`src/rtl/multi_digit_display.sv`:
```
// N-digit multiplexed seven-segment driver: hex decode, per-digit dp, PWM brightness,
// leading-zero suppression and frame-synchronous input shadowing.
module multi_digit_display #(
  parameter int unsigned DIGITS        = 4,
  parameter int unsigned PRESCALE_BITS = 15,
  parameter int unsigned BRIGHT_BITS   = 3,
  parameter bit          ACTIVE_LOW    = 1'b1
) (
  input  logic                   clock,
  input  logic                   reset,
  input  logic [4*DIGITS-1:0]    number,
  input  logic [DIGITS-1:0]      dp_in,
  input  logic                   zero_suppress,
  input  logic [BRIGHT_BITS-1:0] brightness,
  input  logic                   blank,
  output logic [DIGITS-1:0]      anodes,
  output logic [6:0]             segments,
  output logic                   dp,
  output logic                   frame_start
);

  localparam int unsigned IDX_W = (DIGITS > 1) ? $clog2(DIGITS) : 1;
  localparam int unsigned NUM_W = 4 * DIGITS;
  localparam logic [IDX_W-1:0] LAST_IDX = IDX_W'(DIGITS - 1);

  logic [PRESCALE_BITS-1:0] prescaler;
  logic [IDX_W-1:0]         index;
  logic                     started;

  logic [NUM_W-1:0]         number_sh;
  logic [DIGITS-1:0]        dp_sh;
  logic                     zs_sh;
  logic [BRIGHT_BITS-1:0]   bright_sh;

  logic                     load_c;
  logic [7:0]               shamt_c;
  logic [NUM_W-1:0]         upper_c;
  logic [3:0]               nibble_c;
  logic                     suppress_c;
  logic                     lit_c;
  logic [6:0]               seg_low_c;
  logic [DIGITS-1:0]        anode_on_c;
  logic                     dp_on_c;

  // First post-reset cycle is a load-only cycle, so every frame is exactly DIGITS slots.
  assign load_c = !started || ((prescaler == '1) && (index == LAST_IDX));

  // Slot prescaler and digit index
  always_ff @(posedge clock) begin
    if (reset) begin
      prescaler <= '0;
      index     <= '0;
      started   <= 1'b0;
    end else if (!started) begin
      started   <= 1'b1;
    end else begin
      prescaler <= prescaler + PRESCALE_BITS'(1);
      if (prescaler == '1) begin
        if (index == LAST_IDX) index <= '0;
        else                   index <= index + IDX_W'(1);
      end
    end
  end

  // Shadow registers, reloaded only at frame boundaries to avoid tearing
  always_ff @(posedge clock) begin
    if (reset) begin
      number_sh   <= '0;
      dp_sh       <= '0;
      zs_sh       <= 1'b0;
      bright_sh   <= '0;
      frame_start <= 1'b0;
    end else begin
      frame_start <= load_c;
      if (load_c) begin
        number_sh <= number;
        dp_sh     <= dp_in;
        zs_sh     <= zero_suppress;
        bright_sh <= brightness;
      end
    end
  end

  // Digit decode; upper_c holds nibbles 0..index, so zero means all leading digits are zero
  always_comb begin
    shamt_c    = 8'(4 * (int'(DIGITS) - 1 - int'(index)));
    upper_c    = number_sh >> shamt_c;
    nibble_c   = upper_c[3:0];
    suppress_c = zs_sh && (upper_c == '0) && (index != LAST_IDX);
    lit_c      = (prescaler[PRESCALE_BITS-1 -: BRIGHT_BITS] <= bright_sh)
                 && !suppress_c && !blank;
    anode_on_c = lit_c ? (DIGITS'(1) << index) : '0;
    dp_on_c    = dp_sh[index] && !suppress_c;
    case (nibble_c)
      4'h0: seg_low_c = 7'b1000000;
      4'h1: seg_low_c = 7'b1111001;
      4'h2: seg_low_c = 7'b0100100;
      4'h3: seg_low_c = 7'b0110000;
      4'h4: seg_low_c = 7'b0011001;
      4'h5: seg_low_c = 7'b0010010;
      4'h6: seg_low_c = 7'b0000010;
      4'h7: seg_low_c = 7'b1011000;
      4'h8: seg_low_c = 7'b0000000;
      4'h9: seg_low_c = 7'b0010000;
      4'hA: seg_low_c = 7'b0001000;
      4'hB: seg_low_c = 7'b0000011;
      4'hC: seg_low_c = 7'b1000110;
      4'hD: seg_low_c = 7'b0100001;
      4'hE: seg_low_c = 7'b0000110;
      default: seg_low_c = 7'b0001110;
    endcase
  end

  // Registered pin drivers with polarity selection
  always_ff @(posedge clock) begin
    if (reset) begin
      anodes   <= {DIGITS{ACTIVE_LOW}};
      segments <= {7{ACTIVE_LOW}};
      dp       <= ACTIVE_LOW;
    end else begin
      anodes   <= ACTIVE_LOW ? ~anode_on_c : anode_on_c;
      segments <= ACTIVE_LOW ? seg_low_c : ~seg_low_c;
      dp       <= ACTIVE_LOW ? ~dp_on_c : dp_on_c;
    end
  end

endmodule

```
`config.mk`:
```
export PLATFORM = sky130hd
export DESIGN_NAME = multi_digit_display
export DESIGN_NICKNAME = d
export VERILOG_FILES = /design/src/rtl/multi_digit_display.sv
export SDC_FILE = /design/constraint.sdc
export NUM_CORES = 1
export LEC_CHECK = 0
export CORE_MARGIN = 5
export CORE_UTILIZATION = 58
export DETAILED_ROUTE_END_ITERATION = 10
export GPL_TIMING_DRIVEN = 0
export PLACE_DENSITY = 0.85
export SLEW_MARGIN = 20
export SYNTH_ARGS = -nofsm -noshare
export SYNTH_HDL_FRONTEND = slang
export SYNTH_SLANG_ARGS = --single-unit
```
`constraint.sdc`:
```
create_clock -name clock -period 3.3 [get_ports clock]
set_input_delay 0.66 -clock clock [delete_from_list [all_inputs] [get_ports clock]]
set_output_delay 0.66 -clock clock [all_outputs]
set_load 0.01 [all_outputs]
```
==> qor.txt <==
routed len/inst -> 14.23 um
CTS H-tree depth -> 2
IR drop worst, VDD -> 316.1 uV
Post-synth top flop -> dfxtp_1
placed insts -> 367
WL final -> 5.335 mm
Starting Density -> 60.29%
sequential area share after synthesis -> 41.37%
critical path data arrival time -> 2.81 ns
layout filler cell count -> 332
area occupied by multi-input gates -> 1379 um2
DR vias/cell -> 5.520
PD cells -> 394.7 nW/um2
post-route setup slack -> 0.7329 ns
vias in the first global route -> 2028
Antenna Diode Count -> 0
Longest Clk Path Bufs -> 2
worst skew pair latency -> 0.31 ns
status -> complete, no violations
largest net degree at the start of global routing -> 16
DRT antenna net count -> 0
number of flops mapped to enable cells by yosys -> 0
Vias -> 2070
Yosys reg bits -> 55
clock root buffer -> clkbuf_8
PostCTS Resize Cnt -> 0
crit share post-route -> 77.79%
total grt overflow -> 0
post-synth cell types -> 51
syn nets -> 316
slew margin rel. -> 60.56%
port bufs -> 39
max_cap viols -> 0
pre-CTS setup slack -> 0.7713 ns
site row count -> 24
Slew Viols, Final -> 0
Finished Core Util -> 72.45%
core box area -> 4414 um2
commonest non-fill, non-tap cell in the layout -> nand2_1
storage element area -> 1101 um2
synthesized area per cell -> 9.642 um2
Synth Warn # -> 0
fin nets -> 362
Die Ht -> 77.74 um
Num Clock Sinks -> 55
startpoint type of the worst setup path -> register
Post-CTS Hold Buffers -> 0
Num CTS Buffers -> 5
RSZ-0062 raised after global routing -> no
total track usage -> 18.36%
final setup vio count -> 0
routability cong. -> 0.8160
Area growth, synth to finish -> 20.17%
global-route wire length before repair -> 9.190 mm
critical path endpoint category -> register
Clock Pin Slew Worst Setup and Hold Paths -> 0.09 ns
crit path kind -> reg -> reg
final hold violation count -> 0
first-pass detailed-route iteration total -> 4
antenna violations before repair -> 0
worst-margin pin slew -> 0.5853 ns
LEAKAGE -> 1.292 nW
die width -> 77.74 um
DP Wirelength -> 3.944 mm
# DRC -> 0
share of layout cells above drive strength 1 -> 9.598%
die footprint -> 6044 um2
clock skew -> 0.009795 ns
mapped cell area -> 2661 um2
CTS tree -> yes
CP required -> 3.54 ns
Hold WC Path Type -> reg -> reg
Final TNS setup -> 0 ns
I/O pin count -> 40
commonest cells after routing, fill and taps aside -> nand2_1, dfxtp_1, clkdlybuf4s50_1
post-CTS setup buffers -> 0
non-filler cells, final -> 375
asr flop ratio synth -> 0%
final worst path period need -> 2.567 ns
Critical Path Fanout Max -> 9
Post-Syn Instances -> 276
starting DRC count in detailed routing -> 84
fmax -> 389.5 MHz
-- worst paths after layout --
check | start | endpoint | slack, ns | cells past startpoint
max | index[0]$_SDFFE_PP0P_ | anodes[1]$_SDFF_PP1_ | 0.73 | 8
min | bright_sh[2]$_SDFFE_PP0P_ | bright_sh[2]$_SDFFE_PP0P_ | 0.47 | 2
min reg2reg | bright_sh[2]$_SDFFE_PP0P_ | bright_sh[2]$_SDFFE_PP0P_ | 0.47 | 2
max reg2reg | index[0]$_SDFFE_PP0P_ | anodes[1]$_SDFF_PP1_ | 0.73 | 8
-- through the flow --
stage | hold slack (ns) | power [mW] | cell area (um2)
finish | 0.4693 | 1.262 | 3198
global route | 0.4916 | 1.311 | 3198
CTS | 0.4694 | 1.263 | 3198
detailed placement | 0.4544 | 0.9133 | 3117
global placement | 0.4430 | 0.9067 | 3117
floorplan | 0.4348 | 0.8333 | 2661
-- cell usage after synthesis, drive strengths merged, types with 5 or more instances --
| library cell | number | area, um2 |
|---|---|---|
| a21oi | 7 | 35.03 |
| mux4 | 5 | 112.6 |
| nand3 | 6 | 30.03 |
| nand2 | 62 | 240.2 |
| mux2i | 27 | 270.3 |
| inv | 11 | 41.29 |
| dfxtp | 55 | 1101 |
| nor2 | 15 | 56.30 |
| xnor2 | 5 | 43.79 |
| o21ai | 6 | 30.02 |
| clkbuf | 6 | 52.55 |
| buf | 8 | 75.07 |
| xor2 | 5 | 43.79 |
| ha | 13 | 162.7 |
-- layout make-up --
cell class	instances	area share, %
multi-input cells	195	43.11
repair buffers	39	12.21
clock buffers	7	2.387
inverters	11	1.291
clock inverters	1	0.1565
plain buffers	15	4.382
flip-flops and latches	55	34.43
well taps	52	2.034
-- cell families after synthesis --
family / count (synthesis) / share of synthesized area (%)
simple gates: 110 / 20.17
flops: 55 / 41.37
mux: 34 / 15.23
compound gates: 28 / 7.005
buf+inv: 26 / 6.817
fa+ha+maj: 13 / 6.112
xor+xnor: 10 / 3.291
-- where the power goes --
group          internal [mW]  switching (mW)
combinational          0.102          0.0810
sequential             0.696          0.0193
clock                  0.150           0.214
total                  0.948           0.314
-- metal layers --
| metal | GRT usage [%] | routed length (um) | vias up |
|---|---|---|---|
| met5 | 0 | 0 | - |
| met4 | 6.873 | 82 | 0 |
| met3 | 3.704 | 259 | 9 |
| met2 | 29.55 | 2471 | 48 |
| met1 | 24.28 | 2521 | 972 |
| li1 | - | - | 1041 |
-- critical path, cell delays in order, from the launching register on --
cell and delay (ns):
dfxtp_1 0.38, buf_2 0.26, mux4_2 0.61, inv_1 0.14, ha_1 0.24, nor4b_1 0.30, nand2_1 0.09, o31a_1 0.36
nand4b_1 0.12
-- sequential cells by signal, indices dropped and copies added, names as in the netlist, 2 cells and up --
signal / flops
index: 2
anodes: 4
bright_sh: 3
segments: 7
dp_sh: 4
prescaler: 15
number_sh: 16
Power figures use the tool's default switching activity.
